`config.mk`:
```
export PLATFORM = sky130hd
export DESIGN_NAME = amber48_dmem_arbiter
export DESIGN_NICKNAME = d
export VERILOG_FILES = /design/src/rtl/amber48_pkg.sv /design/src/rtl/amber48_rr_arb2.sv /design/src/rtl/amber48_dmem_arbiter.sv
export SDC_FILE = /design/constraint.sdc
export NUM_CORES = 1
export LEC_CHECK = 0
export CAP_MARGIN = 20
export CORE_AREA = 5 5 173 175
export DETAILED_ROUTE_END_ITERATION = 6
export DIE_AREA = 0 0 178 180
export GPL_TIMING_DRIVEN = 0
export PLACE_DENSITY_LB_ADDON = 0.05
export SYNTH_ARGS = -nofsm -noshare
export SYNTH_HDL_FRONTEND = slang
export SYNTH_SLANG_ARGS = --single-unit
export TNS_END_PERCENT = 100
```
`constraint.sdc`:
```
create_clock -name clk_i -period 2.44 [get_ports clk_i]
set_clock_uncertainty 0.2 [all_clocks]
set_input_delay 0.61 -clock clk_i [delete_from_list [all_inputs] [get_ports clk_i]]
set_output_delay 0.61 -clock clk_i [all_outputs]
set_load 0.02 [all_outputs]
```
`src/rtl/amber48_pkg.sv`:
```
// amber48_pkg -- shared types and constants for the amber48 data-memory path.
//   XLEN                      : datapath width (address and data).
//   DMEM_ARB_TIMEOUT_DEFAULT  : default BUSY-cycle budget of the dmem arbiter.
//   dmem_arb_state_e          : arbiter FSM states.
package amber48_pkg;

    localparam int XLEN                     = 48;
    localparam int DMEM_ARB_TIMEOUT_DEFAULT = 64;

    typedef enum logic [1:0] {
        IDLE = 2'd0,
        BUSY = 2'd1,
        RESP = 2'd2
    } dmem_arb_state_e;

endpackage

```
`src/rtl/amber48_rr_arb2.sv`:
```
// amber48_rr_arb2 -- two-way round-robin pick.
//   req[1:0]   in  : request lines of requester 0 and 1.
//   last_grant in  : index of the requester served most recently.
//   valid      out : at least one request is present.
//   idx        out : index of the winner (meaningful only when valid).
module amber48_rr_arb2 (
    input  logic [1:0] req,
    input  logic       last_grant,
    output logic       valid,
    output logic       idx
);

    always_comb begin
        valid = |req;
        // On a tie the requester that was not served last wins; otherwise
        // the lone requester wins (req[1] selects index 1).
        idx   = (&req) ? ~last_grant : req[1];
    end

endmodule

```
`src/rtl/amber48_dmem_arbiter.sv`:
```
// amber48_dmem_arbiter -- arbitrates the core (m0) and the loader/debug port
// (m1) onto a single data-memory port, one transaction at a time.
//   clk_i, rst_i                     : clock, synchronous active-high reset.
//   m0_* / m1_*                      : requester ports (req/we/addr/wdata in,
//                                      rdata/ready/trap out).
//   dmem_req/we/addr/wdata_o         : downstream request, valid only in BUSY.
//   dmem_rdata/ready/trap_i          : downstream response.
//   busy_o                           : a transaction is in flight.
//   grant_o                          : current or most recent owner.
// A BUSY phase lasting TIMEOUT_CYCLES cycles without dmem_ready_i ends with a
// trap response and zero read data.
module amber48_dmem_arbiter
    import amber48_pkg::*;
#(
    parameter int TIMEOUT_CYCLES = DMEM_ARB_TIMEOUT_DEFAULT
) (
    input  logic            clk_i,
    input  logic            rst_i,
    input  logic            m0_req_i,
    input  logic            m0_we_i,
    input  logic [XLEN-1:0] m0_addr_i,
    input  logic [XLEN-1:0] m0_wdata_i,
    output logic [XLEN-1:0] m0_rdata_o,
    output logic            m0_ready_o,
    output logic            m0_trap_o,
    input  logic            m1_req_i,
    input  logic            m1_we_i,
    input  logic [XLEN-1:0] m1_addr_i,
    input  logic [XLEN-1:0] m1_wdata_i,
    output logic [XLEN-1:0] m1_rdata_o,
    output logic            m1_ready_o,
    output logic            m1_trap_o,
    output logic            dmem_req_o,
    output logic            dmem_we_o,
    output logic [XLEN-1:0] dmem_addr_o,
    output logic [XLEN-1:0] dmem_wdata_o,
    input  logic [XLEN-1:0] dmem_rdata_i,
    input  logic            dmem_ready_i,
    input  logic            dmem_trap_i,
    output logic            busy_o,
    output logic            grant_o
);

    localparam int               CNT_W    = $clog2(TIMEOUT_CYCLES);
    localparam logic [CNT_W-1:0] CNT_LAST = CNT_W'(TIMEOUT_CYCLES - 1);

    dmem_arb_state_e state, next_state;

    logic [CNT_W-1:0] cnt;
    logic             grant_q;
    logic             last_grant_q;
    logic             we_q;
    logic [XLEN-1:0]  addr_q;
    logic [XLEN-1:0]  wdata_q;
    logic             trap_q;
    logic [XLEN-1:0]  m0_rdata_q;
    logic [XLEN-1:0]  m1_rdata_q;

    logic arb_valid;
    logic arb_idx;
    logic in_busy;
    logic in_resp;
    logic timed_out;

    amber48_rr_arb2 u_rr (
        .req        ({m1_req_i, m0_req_i}),
        .last_grant (last_grant_q),
        .valid      (arb_valid),
        .idx        (arb_idx)
    );

    assign in_busy   = (state == BUSY);
    assign in_resp   = (state == RESP);
    assign timed_out = (cnt == CNT_LAST);

    always_ff @(posedge clk_i) begin
        if (rst_i) state <= IDLE;
        else       state <= next_state;
    end

    always_comb begin
        // NOTE: next_state gets a default before the case so no path leaves
        // it unassigned, which would otherwise infer a latch.
        next_state = state;
        unique case (state)
            IDLE:    if (arb_valid) next_state = BUSY;
            // Ready and timeout both exit to RESP; the datapath decides
            // which one wins.
            BUSY:    if (dmem_ready_i || timed_out) next_state = RESP;
            RESP:    next_state = IDLE;
            default: next_state = IDLE;
        endcase
    end

    // NOTE: registered state is written with non-blocking assignments only,
    // so every register samples pre-edge values regardless of block order.
    always_ff @(posedge clk_i) begin
        if (rst_i) begin
            cnt          <= '0;
            grant_q      <= 1'b0;
            last_grant_q <= 1'b1;  // m0 wins the first tie after reset
            we_q         <= 1'b0;
            addr_q       <= '0;
            wdata_q      <= '0;
            trap_q       <= 1'b0;
            m0_rdata_q   <= '0;
            m1_rdata_q   <= '0;
        end else begin
            unique case (state)
                IDLE: begin
                    if (arb_valid) begin
                        grant_q <= arb_idx;
                        we_q    <= arb_idx ? m1_we_i    : m0_we_i;
                        addr_q  <= arb_idx ? m1_addr_i  : m0_addr_i;
                        wdata_q <= arb_idx ? m1_wdata_i : m0_wdata_i;
                        cnt     <= '0;
                    end
                end
                BUSY: begin
                    if (dmem_ready_i) begin
                        // Ready takes priority over a coinciding timeout.
                        trap_q <= dmem_trap_i;
                        if (grant_q) m1_rdata_q <= we_q ? '0 : dmem_rdata_i;
                        else         m0_rdata_q <= we_q ? '0 : dmem_rdata_i;
                    end else if (timed_out) begin
                        trap_q <= 1'b1;
                        if (grant_q) m1_rdata_q <= '0;
                        else         m0_rdata_q <= '0;
                    end else begin
                        cnt <= cnt + CNT_W'(1);
                    end
                end
                RESP:    last_grant_q <= grant_q;
                default: ;
            endcase
        end
    end

    assign busy_o       = (state != IDLE);
    assign grant_o      = grant_q;

    assign dmem_req_o   = in_busy;
    assign dmem_we_o    = in_busy & we_q;
    assign dmem_addr_o  = in_busy ? addr_q  : '0;
    assign dmem_wdata_o = in_busy ? wdata_q : '0;

    assign m0_rdata_o   = m0_rdata_q;
    assign m1_rdata_o   = m1_rdata_q;
    assign m0_ready_o   = in_resp & ~grant_q;
    assign m1_ready_o   = in_resp &  grant_q;
    assign m0_trap_o    = in_resp & ~grant_q & trap_q;
    assign m1_trap_o    = in_resp &  grant_q & trap_q;

endmodule

```
* Word level (Yosys, flattened, before mapping)
Cells that the tools add are included.
Widths: inputs -> output; s select.
** Storage, ports and cells
- Register bits after elaboration :: 204
- Input port bits :: 248
- Output and inout port bits :: 200
- Logic and storage cells :: 62
** Operators by class
- Add/subtract/negate cells :: 1
- Equality and inequality tests :: 7
- Multiplexer cells :: 24
- Bitwise gates (word level) :: 7
- Reduce and logical (&&, ||, !) cells :: 13
** Operators by type and width (number)
- $mux 48 :: 13
- $mux 6 :: 3
- $pmux 6 s2 :: 1
- $reduce_and 2->1 :: 4
- $add 6x1->6 const B :: 1
- $eq 6x6->1 const B :: 1
- $ne 2x2->1 const B :: 3
- $reduce_and 3->1 :: 2
- $reduce_bool 2->1 :: 3
- $and 1x1->1 :: 5
- $mux 1 :: 4
- $mux 2 :: 2
- $pmux 2 s2 :: 1
- $reduce_and 4->1 :: 1
- $eq 2x1->1 const B :: 1
- $eq 2x2->1 const B :: 1
- $logic_not 2->1 :: 1
- $ne 2x1->1 const B :: 1
- $not 1->1 :: 2
- $reduce_or 2->1 :: 1
- $logic_or 1x1->1 :: 1

* Longest topological paths before layout
Gate-level depths: netlist of run 1.
- Depth in word-level cells :: 4
- Gate-level depth with buffers :: 9
- Depth with buffers taken out :: 5

* Hierarchy
From an unflattened synthesis of run 1, not the netlist that was laid out.
** Second synthesis, totals
- Cells, all modules :: 977
- Area, all modules :: 9202.6 um2
** Modules (own cells, without submodules)
- amber48_dmem_arbiter :: instances 1, cells an instance 975, area each 9188.8 um2, seq. area each 4083.9 um2
- amber48_rr_arb2 :: instances 1, cells an instance 2, area each 13.8 um2, seq. area each 0.0 um2

* Worst setup path before layout of run 1
OpenSTA, ideal clock, no wires.
- Path type :: register to output
- Start point :: register state[1]
- End point :: output port dmem_addr_o[0]
- Data arrival time :: 1.273 ns
- Data required time :: 1.630 ns
- Slack :: 0.357 ns
- Cell stages (with the launch flop) :: 6
- Buffers on the path :: 2
- Path through :: dfxtp_1 -> nand2b_2 -> inv_2 -> buf_2 -> clkbuf_1 -> and2_1
** Between the ends
- Word-level cells in the longest chain between the ends :: 2
** Ends and longest elaborated chain
- from (decl) :: line amber48_dmem_arbiter.sv:47 : dmem_arb_state_e state, next_state;
- from (signal assigned) :: line amber48_dmem_arbiter.sv:78 : else state <= next_state;
- $eq 2x1->1 :: line amber48_dmem_arbiter.sv:72 : assign in_busy = (state == BUSY);
- $mux 48 :: line amber48_dmem_arbiter.sv:144 : assign dmem_addr_o = in_busy ? addr_q : '0;
- to (decl) :: line amber48_dmem_arbiter.sv:35 : output logic [XLEN-1:0] dmem_addr_o,
No other way between the ends.

* Worst setup path after layout of run 1
- Start point :: register state[1]
- End point :: output port dmem_addr_o[16]
Same word-level chain as after synthesis.

==> results of run 1 <==
kinds of logic after synthesis:
family | after synthesis | synth area share (%)
and+or+nand+nor | 370 | 19.8
DFF | 204 | 44.4
muxes | 193 | 21.0
AOI/OAI and AO/OA | 118 | 9.51
buffers and inverters | 90 | 5.16
adders and majority gates | 1 | 0.136
worst max-delay path by stage:
stage	endpoint	slack, ns	depth (start not counted)
floorplan	dmem_addr_o[0]	0.36	5
global placement	dmem_wdata_o[9]	-0.80	6
detailed placement	dmem_wdata_o[9]	-0.77	6
CTS	m1_trap_o	-0.19	4
global route	dmem_addr_o[16]	-0.14	7
finish	dmem_addr_o[16]	-0.09	7
synth_stat cells (2+ instances only):
cell      instances  area [µm²]
a31oi_1           3        18.8
o21a_1            2        15.0
buf_1             2        7.51
dfxtp_1         204        4080
buf_12            2        40.0
nor2_1          198         743
clkbuf_1         49         184
and2_1          147         920
nand2_1           4        15.0
buf_6             6        67.6
inv_1             3        11.3
buf_4             6        45.0
nor3_1            2        10.0
nand3_1           6        30.0
a21oi_1           7        35.0
a211o_1           2        17.5
a211oi_1         97         728
buf_2            20         100
mux2i_1         193        1930
area by class of cell:
cell class	count	share of cell area [%]
multi-input cells	682	31.0
repair buffers	460	30.2
flip-flops and latches	204	26.2
clock buffers	34	4.54
plain buffers	86	4.04
well taps	384	3.08
clock inverters	8	0.777
inverters	4	0.144
metal layers:
metal	vias to the layer above	wire [µm]	track usage [%]
met2	285	17300	35.9
met1	3869	13200	22.2
li1	4316	-	-
met5	-	13	0
met4	2	665	4.64
met3	39	2870	6.30
stage by stage:
step,util (%),cell area (µm²),setup TNS (ns),hold slack [ns]
4_1_cts,54.0,15300,-8.12,0.276
5_1_grt,55.2,15600,-7.70,0.292
3_3_place_gp,49.9,14100,-83.96,0.252
6_report,55.2,15600,-2.55,0.278
2_1_floorplan,-,9200,0,0.231
3_5_place_dp,49.9,14100,-84.68,0.267
flip-flops by register name, summed over array words and instances, names as in the netlist:
signal	cells
we_q	1
m1_rdata_o	48
grant_o	1
wdata_q	48
state	2
last_grant_q	1
addr_q	48
cnt	6
m0_rdata_o	48
trap_q	1
repair_timing:
item	CTS	global route
endpoints found under the setup margin	104	111
resized for setup	648	100
pin swaps	15	24
hold endpoints to repair	0	0
setup buffers	5	1
gates cloned	5	5
power by group through the flow:
stage	sequential (µW)	combinational, µW	clock (µW)
final	3660	2050	3730
after global routing	3690	2200	3970
after CTS	3650	1960	3860
after detailed placement	3720	1830	0
after global placement	3710	1820	0
after floorplan	3720	904	0
critical path: cells and delay by family, from the launching register on:
family,cells,cell delay [ns]
flops,1,0.35
buf+inv,5,0.58
simple gates,2,0.28
==> impl_metrics.py, run 1 <==
metrics = {
    "power_and_ir_drop": {
        "leakage_uw": 0.00642,
        "p_int_uw": 6980,
        "pwr-share-comb_pct": 21.7,
        "seq_power_share_pct": 38.8,
        "ir_drop_mv": 0.398,
        "pwr-share-clk_pct": 39.6,
        "power.total_uw": 9440,
        "powerDensity_nw_per_um2": 604,
        "sw_frac_of_total_pct": 26.0,
        "p_switching_uw": 2450,
    },
    "clocking": {
        "cts_root_buf": "clkbuf_16",
        "path_clk_slew_ns": 0.06,
        "cts_buffer_depth": 3,
        "hold_buffers": 0,
        "cts_buffers": 24,
        "clk_latency_ns": 0.50,
        "cts_max_level": 1,
        "cts_sinks": 204,
        "cts_tree": "yes",
    },
    "worst_setup_path": {
        "max_stage_delay_ns": 0.35,
        "reg2reg_from": "cnt[0]",
        "start_kind": "flop",
        "worst-path-max-fanout": 5,
        "cp_data_required_time_ns": 1.63,
        "endpoint_kind": "output pin",
        "cp_common_cell": "buf_6",
        "worstPathArrival_ns": 1.72,
        "crit_start": "state[1]",
        "r2r-end": "m0_rdata_o[41]",
        "reg2regPathDepth": 8,
        "critical_path_class": "flop to output pin",
        "slowest_stage": "dfxtp_4",
        "crit_path_cell_trace": "nand2b_4 -> inv_8 -> buf_12 -> clkbuf_16 -> buf_6 -> and2_4 -> buf_6",
        "r2r_setup_slack_ns": 0.20,
    },
    "cells_and_area": {
        "seqCellArea_um2": 4090,
        "mostFrequentLayoutCells": "342 x clkdlybuf4s50_1, 201 x dfxtp_1, 197 x nor2_1",
        "n_fill_cell": 2684,
        "diodes": 0,
        "multi_input_area_um2": 4850,
        "drive_gt1_share_pct": 19.5,
        "num-nets-final": 1711,
        "stdcell_count": 1862,
        "syn2layout_area_growth_pct": 69.9,
        "layout_commonest_cell": "clkdlybuf4s50_1",
    },
    "floorplan": {
        "ioPinCount": 448,
        "die_y_um": 180,
        "initial_core_util_pct": 32.5,
        "die-area_um2": 32000,
        "die_w_um": 178,
        "core_um2": 28300,
        "row_count": 62,
    },
    "timing": {
        "rsz0062_at_grt": "true",
        "slew_headroom_pct": 49.3,
        "slew_viol_final": 0,
        "worstMarginPinSlew_ns": 0.761,
        "finalSetupViolations": 88,
        "layout_min_cycle_time_ns": 2.53,
        "finalWorstSetupSlack_ns": -0.0883,
        "fin_crit_sh_pct": 104,
        "max_freq_mhz": 396,
        "hold_viol_final": 0,
    },
    "yosys": {
        "yosysSeqAreaShare_pct": 44.4,
        "synthesis.instances": 976,
        "synth.avg_cell_area_um2": 9.42,
        "async_reset_ff_share_pct": 0,
        "yosys_warnings": 0,
        "synth_edf_count": 0,
        "ys_ff_latch": 204,
        "synthesis.nets": 1225,
        "ys.flop_type": "dfxtp_1",
        "synth_area_um2": 9200,
        "synth.distinct_cells": 42,
    },
    "grt": {
        "grt_max_degree": 14,
        "grt_pass1_wl_um": 49800,
        "grt_usage_pct": 19.7,
        "grt.overflow.total": 0,
        "grt_pass1_vias": 8598,
        "antenna_found_initial": 1,
    },
    "place": {
        "dp_cells": 1805,
        "place_congestion": 0.789,
        "dp_hpwl_um": 26300,
        "post-place-ws_ns": -0.770,
        "portBuffers": 445,
    },
    "drt": {
        "wl_per_cell_um": 18.3,
        "dr.pass1.iters": 4,
        "vias": 8511,
        "ant_nets": 0,
        "vias_per_cell": 4.57,
        "drtIter0Drc": 314,
        "wirelength_um": 34000,
        "route.detailed.drc": 0,
    },
    "worst_hold_path": {
        "min_path_type": "flop to flop",
        "worstHoldPathCells": 1,
        "holdCritStartpoint": "last_grant_q",
        "holdPathEnd": "last_grant_q",
    },
    "job": {
        "maxCapViolCount": 0,
    },
    "run_status": {
        "violations": "negative setup slack",
        "outcome": "finished, violations left",
    },
}
No activity file was read; power rests on OpenSTA's default activity.
==> inputs of run 2 (changes only) <==
- CELL_PAD_IN_SITES_DETAIL_PLACEMENT: not set -> 2
- CELL_PAD_IN_SITES_GLOBAL_PLACEMENT: not set -> 2
- CORE_AREA: 5 5 173 175 -> not set
- CORE_UTILIZATION: not set -> 23
- DIE_AREA: 0 0 178 180 -> not set
- SKIP_LAST_GASP: not set -> 1
==> impl_metrics.py, run 2 (synthesized netlist as in run 1, its figures left out) <==
metrics = {
    "grt": {
        "grt_usage_pct": 19.7,
        "antenna_found_initial": 6,
        "grt_pass1_wl_um": 60900,
        "grt_max_degree": 13,
        "grt.busiest_layer": "met2",
        "met2_usage_pct": 36.4,
        "grt_pass1_vias": 9815,
        "use_met1_pct": 21.1,
        "grt.overflow.total": 0,
        "grt_use_met3_pct": 7.13,
    },
    "timing": {
        "worstMarginPinSlew_ns": 0.716,
        "hold_viol_final": 0,
        "finalSetupViolations": 88,
        "layout_min_cycle_time_ns": 2.61,
        "slew_viol_final": 0,
        "slew_headroom_pct": 51.9,
        "fin_crit_sh_pct": 107,
        "fin_setup_tns_ns": -9.44,
        "max_freq_mhz": 383,
        "rsz0062_at_grt": "true",
        "finalWorstSetupSlack_ns": -0.169,
        "whs_ns": 0.286,
    },
    "drt": {
        "vias": 8990,
        "wirelength_um": 41300,
        "route.detailed.drc": 0,
        "ant_nets": 0,
        "dr.pass1.iters": 4,
        "vias_per_cell": 4.45,
        "wl_per_cell_um": 20.4,
        "drtIter0Drc": 164,
    },
    "clocking": {
        "cts_tree": "yes",
        "cts_buffers": 26,
        "cts_buffer_depth": 3,
        "path_clk_slew_ns": 0.05,
        "hold_buffers": 0,
        "cts_root_buf": "clkbuf_16",
        "cts_sinks": 204,
        "clk_latency_ns": 0.53,
        "cts_max_level": 1,
    },
    "floorplan": {
        "row_count": 72,
        "die-area_um2": 40800,
        "die_w_um": 202,
        "initial_core_util_pct": 23.6,
        "die_y_um": 202,
        "ioPinCount": 448,
        "core_um2": 39000,
    },
    "worst_setup_path": {
        "start_kind": "flop",
        "worst-path-max-fanout": 10,
        "critical_path_class": "flop to output pin",
        "worstPathArrival_ns": 1.80,
        "endpoint_kind": "output pin",
        "cp_data_required_time_ns": 1.63,
    },
    "cells_and_area": {
        "num-nets-final": 1728,
        "final_area_um2": 16100,
        "fin_util_pct": 41.3,
        "syn2layout_area_growth_pct": 75.4,
        "layout_commonest_cell": "clkdlybuf4s50_1",
        "mostFrequentLayoutCells": "341 x clkdlybuf4s50_1, 201 x dfxtp_1, 197 x nor2_1",
        "drive_gt1_share_pct": 21.1,
    },
    "place": {
        "place_congestion": 0.753,
        "dp_hpwl_um": 31100,
        "portBuffers": 445,
        "postPlaceCellArea_um2": 14300,
    },
    "power_and_ir_drop": {
        "ir_drop_mv": 0.386,
        "leakage_uw": 0.00660,
        "powerDensity_nw_per_um2": 610,
        "power.total_uw": 9840,
    },
    "run_status": {
        "outcome": "finished, violations left",
        "violations": "negative setup slack",
    },
    "job": {
        "maxCapViolCount": 0,
    },
    "worst_hold_path": {
        "min_path_type": "flop to flop",
    },
}
run 2: final timing paths:
kind | start | end | slack (ns) | cells past startpoint
setup / recovery | state[1] | dmem_addr_o[22] | -0.17 | 7
hold / removal | last_grant_q | last_grant_q | 0.29 | 1
setup reg to reg | cnt[0] | m0_rdata_o[29] | 0.13 | 8
hold reg to reg | last_grant_q | last_grant_q | 0.29 | 1
run 2: worst max-delay path, cell delays in order, from the launching register on:
cell       delay, ns
dfxtp_4         0.35
nand2b_4        0.15
inv_8           0.06
buf_12          0.15
buf_12          0.13
clkbuf_16       0.15
and2_4          0.16
buf_6           0.12
run 2: where the power goes:
| part | leakage (µW) | switching [µW] | internal [µW] |
|---|---|---|---|
| Combinational | 0.00448 | 1040 | 1170 |
| Clock | 0.000447 | 1530 | 2430 |
| Sequential | 0.00167 | 118 | 3550 |
run 2: metal layers:
metal  vias to the layer above  wire (µm)
li1                       4349          -
met1                      4302      15700
met2                       281      21000
met3                        52       3620
met4                         6        927
met5                         -         39
run 2: metrics by stage:
step                      cells  setup slack [ns]
after detailed placement   1939            -0.933
after global placement     1939            -0.897
after CTS                  2012            -0.228
after global routing       2017            -0.225
final                      2019            -0.169
after floorplan             976             0.357
run 2: repair_timing:
action | 4_1_cts | 5_1_grt
gates cloned | 10 | 0
endpoints found under the setup margin | 108 | 99
buffers inserted | 15 | 7
resized for setup | 710 | 81
pin swaps | 34 | 15
run 2: final cells by class:
type | instances | area (µm²)
timing repair buffer | 476 | 4940
clock buffer | 38 | 787
sequential | 204 | 4090
buffer | 85 | 667
inverter | 4 | 22.5
fill | 4205 | 22900
clock inverter | 10 | 100
antenna | 2 | 5.00
multi-input combinational | 682 | 4860
tap | 518 | 648
==> inputs of run 3 (changes only) <==
- CORE_UTILIZATION: 23 -> 25
- clock period: 2.44 -> 3.3 ns (I/O delays scaled with it)
==> impl_metrics.py, run 3 (synthesized netlist as in run 1, its figures left out) <==
metrics = {
    "run_status": {
        "outcome": "complete, no violations",
    },
    "place": {
        "dp_cells": 1882,
        "dp_hpwl_um": 30200,
        "place_congestion": 0.756,
        "portBuffers": 445,
    },
    "drt": {
        "dr.pass1.iters": 4,
        "wl_per_cell_um": 20.0,
        "vias_per_cell": 4.57,
        "drtIter0Drc": 168,
        "route.detailed.drc": 0,
        "vias": 8798,
        "wl_met3_um": 3060,
        "wl_met1_um": 14800,
        "routed.top_layer": "met5",
        "wirelength_um": 38500,
        "dr_wl_met2_um": 19700,
        "ant_nets": 0,
    },
    "clocking": {
        "cts_buffers": 25,
        "cts_max_level": 1,
        "clk_latency_ns": 0.52,
        "cts_sinks": 204,
        "hold_buffers": 0,
        "cts_buffer_depth": 3,
        "path_clk_slew_ns": 0.06,
        "cts_root_buf": "clkbuf_16",
        "cts_tree": "yes",
    },
    "cells_and_area": {
        "mostFrequentLayoutCells": "348 x clkdlybuf4s50_1, 204 x dfxtp_1, 198 x nor2_1",
        "syn2layout_area_growth_pct": 61.7,
        "fin_util_pct": 41.4,
        "n_fill_cell": 3963,
        "stdcell_count": 1926,
        "multi_input_area_um2": 4640,
        "num-nets-final": 1697,
        "layout_commonest_cell": "clkdlybuf4s50_1",
        "diodes": 0,
        "drive_gt1_share_pct": 8.94,
        "seqCellArea_um2": 4080,
    },
    "timing": {
        "layout_min_cycle_time_ns": 3.22,
        "max_freq_mhz": 311,
        "slew_viol_final": 0,
        "finalSetupViolations": 0,
        "hold_viol_final": 0,
        "whs_ns": 0.295,
        "rsz0062_at_grt": "true",
        "worstMarginPinSlew_ns": 0.661,
        "fin_setup_tns_ns": 0,
        "slew_headroom_pct": 55.9,
        "fin_crit_sh_pct": 97.6,
    },
    "worst_setup_path": {
        "reg2regPathDepth": 8,
        "endpoint_kind": "output pin",
        "start_kind": "flop",
        "critical_path_class": "flop to output pin",
        "worst-path-max-fanout": 7,
        "cp_data_required_time_ns": 2.27,
        "worstPathArrival_ns": 2.19,
        "crit_start": "grant_o",
        "reg2reg_from": "cnt[0]",
    },
    "power_and_ir_drop": {
        "leakage_uw": 0.00605,
        "ir_drop_mv": 0.222,
        "powerDensity_nw_per_um2": 448,
    },
    "floorplan": {
        "die_w_um": 194,
        "core_um2": 35900,
        "row_count": 69,
        "die-area_um2": 37600,
        "initial_core_util_pct": 25.6,
        "die_y_um": 194,
        "ioPinCount": 448,
    },
    "worst_hold_path": {
        "worstHoldPathCells": 2,
        "holdCritStartpoint": "m1_rdata_o[3]",
        "min_path_type": "flop to flop",
    },
    "grt": {
        "grt.overflow.total": 0,
        "grt_max_degree": 12,
        "grt_pass1_vias": 9776,
        "grt_usage_pct": 20.0,
        "grt_pass1_wl_um": 57800,
        "antenna_found_initial": 5,
    },
    "job": {
        "maxCapViolCount": 0,
    },
}
[run 3: per-layer routing]
layer | global-route usage (%) | vias to the layer above
met3 | 6.78 | 53
met2 | 37.1 | 275
met5 | 0 | -
li1 | - | 4288
met4 | 5.54 | 6
met1 | 21.3 | 4176
[run 3: final timing paths]
| kind | end | slack, ns |
|---|---|---|
| setup / recovery | m1_trap_o | 0.08 |
| hold / removal | m1_rdata_o[3] | 0.29 |
| setup reg to reg | m0_rdata_o[37] | 0.99 |
| hold reg to reg | m1_rdata_o[3] | 0.29 |
[run 3: final cells by class]
cell class	instances	share of cell area, %
multi-input combinational	682	31.2
clock inverter	5	0.185
sequential	204	27.5
timing repair buffer	445	28.8
tap	461	3.88
buffer	86	3.37
clock buffer	39	5.03
inverter	4	0.101
[run 3: report_power, final]
part           internal (µW)  switching, µW  total, µW  leakage, µW
logic                    646            697       1340      0.00399
clock network           1540           1070       2620     0.000382
registers               2620           78.0       2700      0.00167
total                   4810           1850       6660      0.00605
[run 3: through the flow]
stage | total power [µW] | area, µm² | worst slack, ns
2_1_floorplan | 3420 | 9200 | 1.00
3_3_place_gp | 4130 | 14200 | -0.203
3_5_place_dp | 4160 | 14200 | -0.220
4_1_cts | 6810 | 15000 | -0.000590
5_1_grt | 7000 | 14900 | -0.00568
6_report | 6660 | 14900 | 0.0807
[run 3: repair_timing]
action                     CTS  global route
buffers inserted             0             0
gates resized for setup    164            73
setup endpoints to repair   98            60
[run 3: worst max-delay path, stage by stage (launching register included)]
cell and delay [ns]:
dfxtp_1 0.48, inv_1 0.11, nor2_1 0.30, and2_1 0.17, clkdlybuf4s50_1 0.61
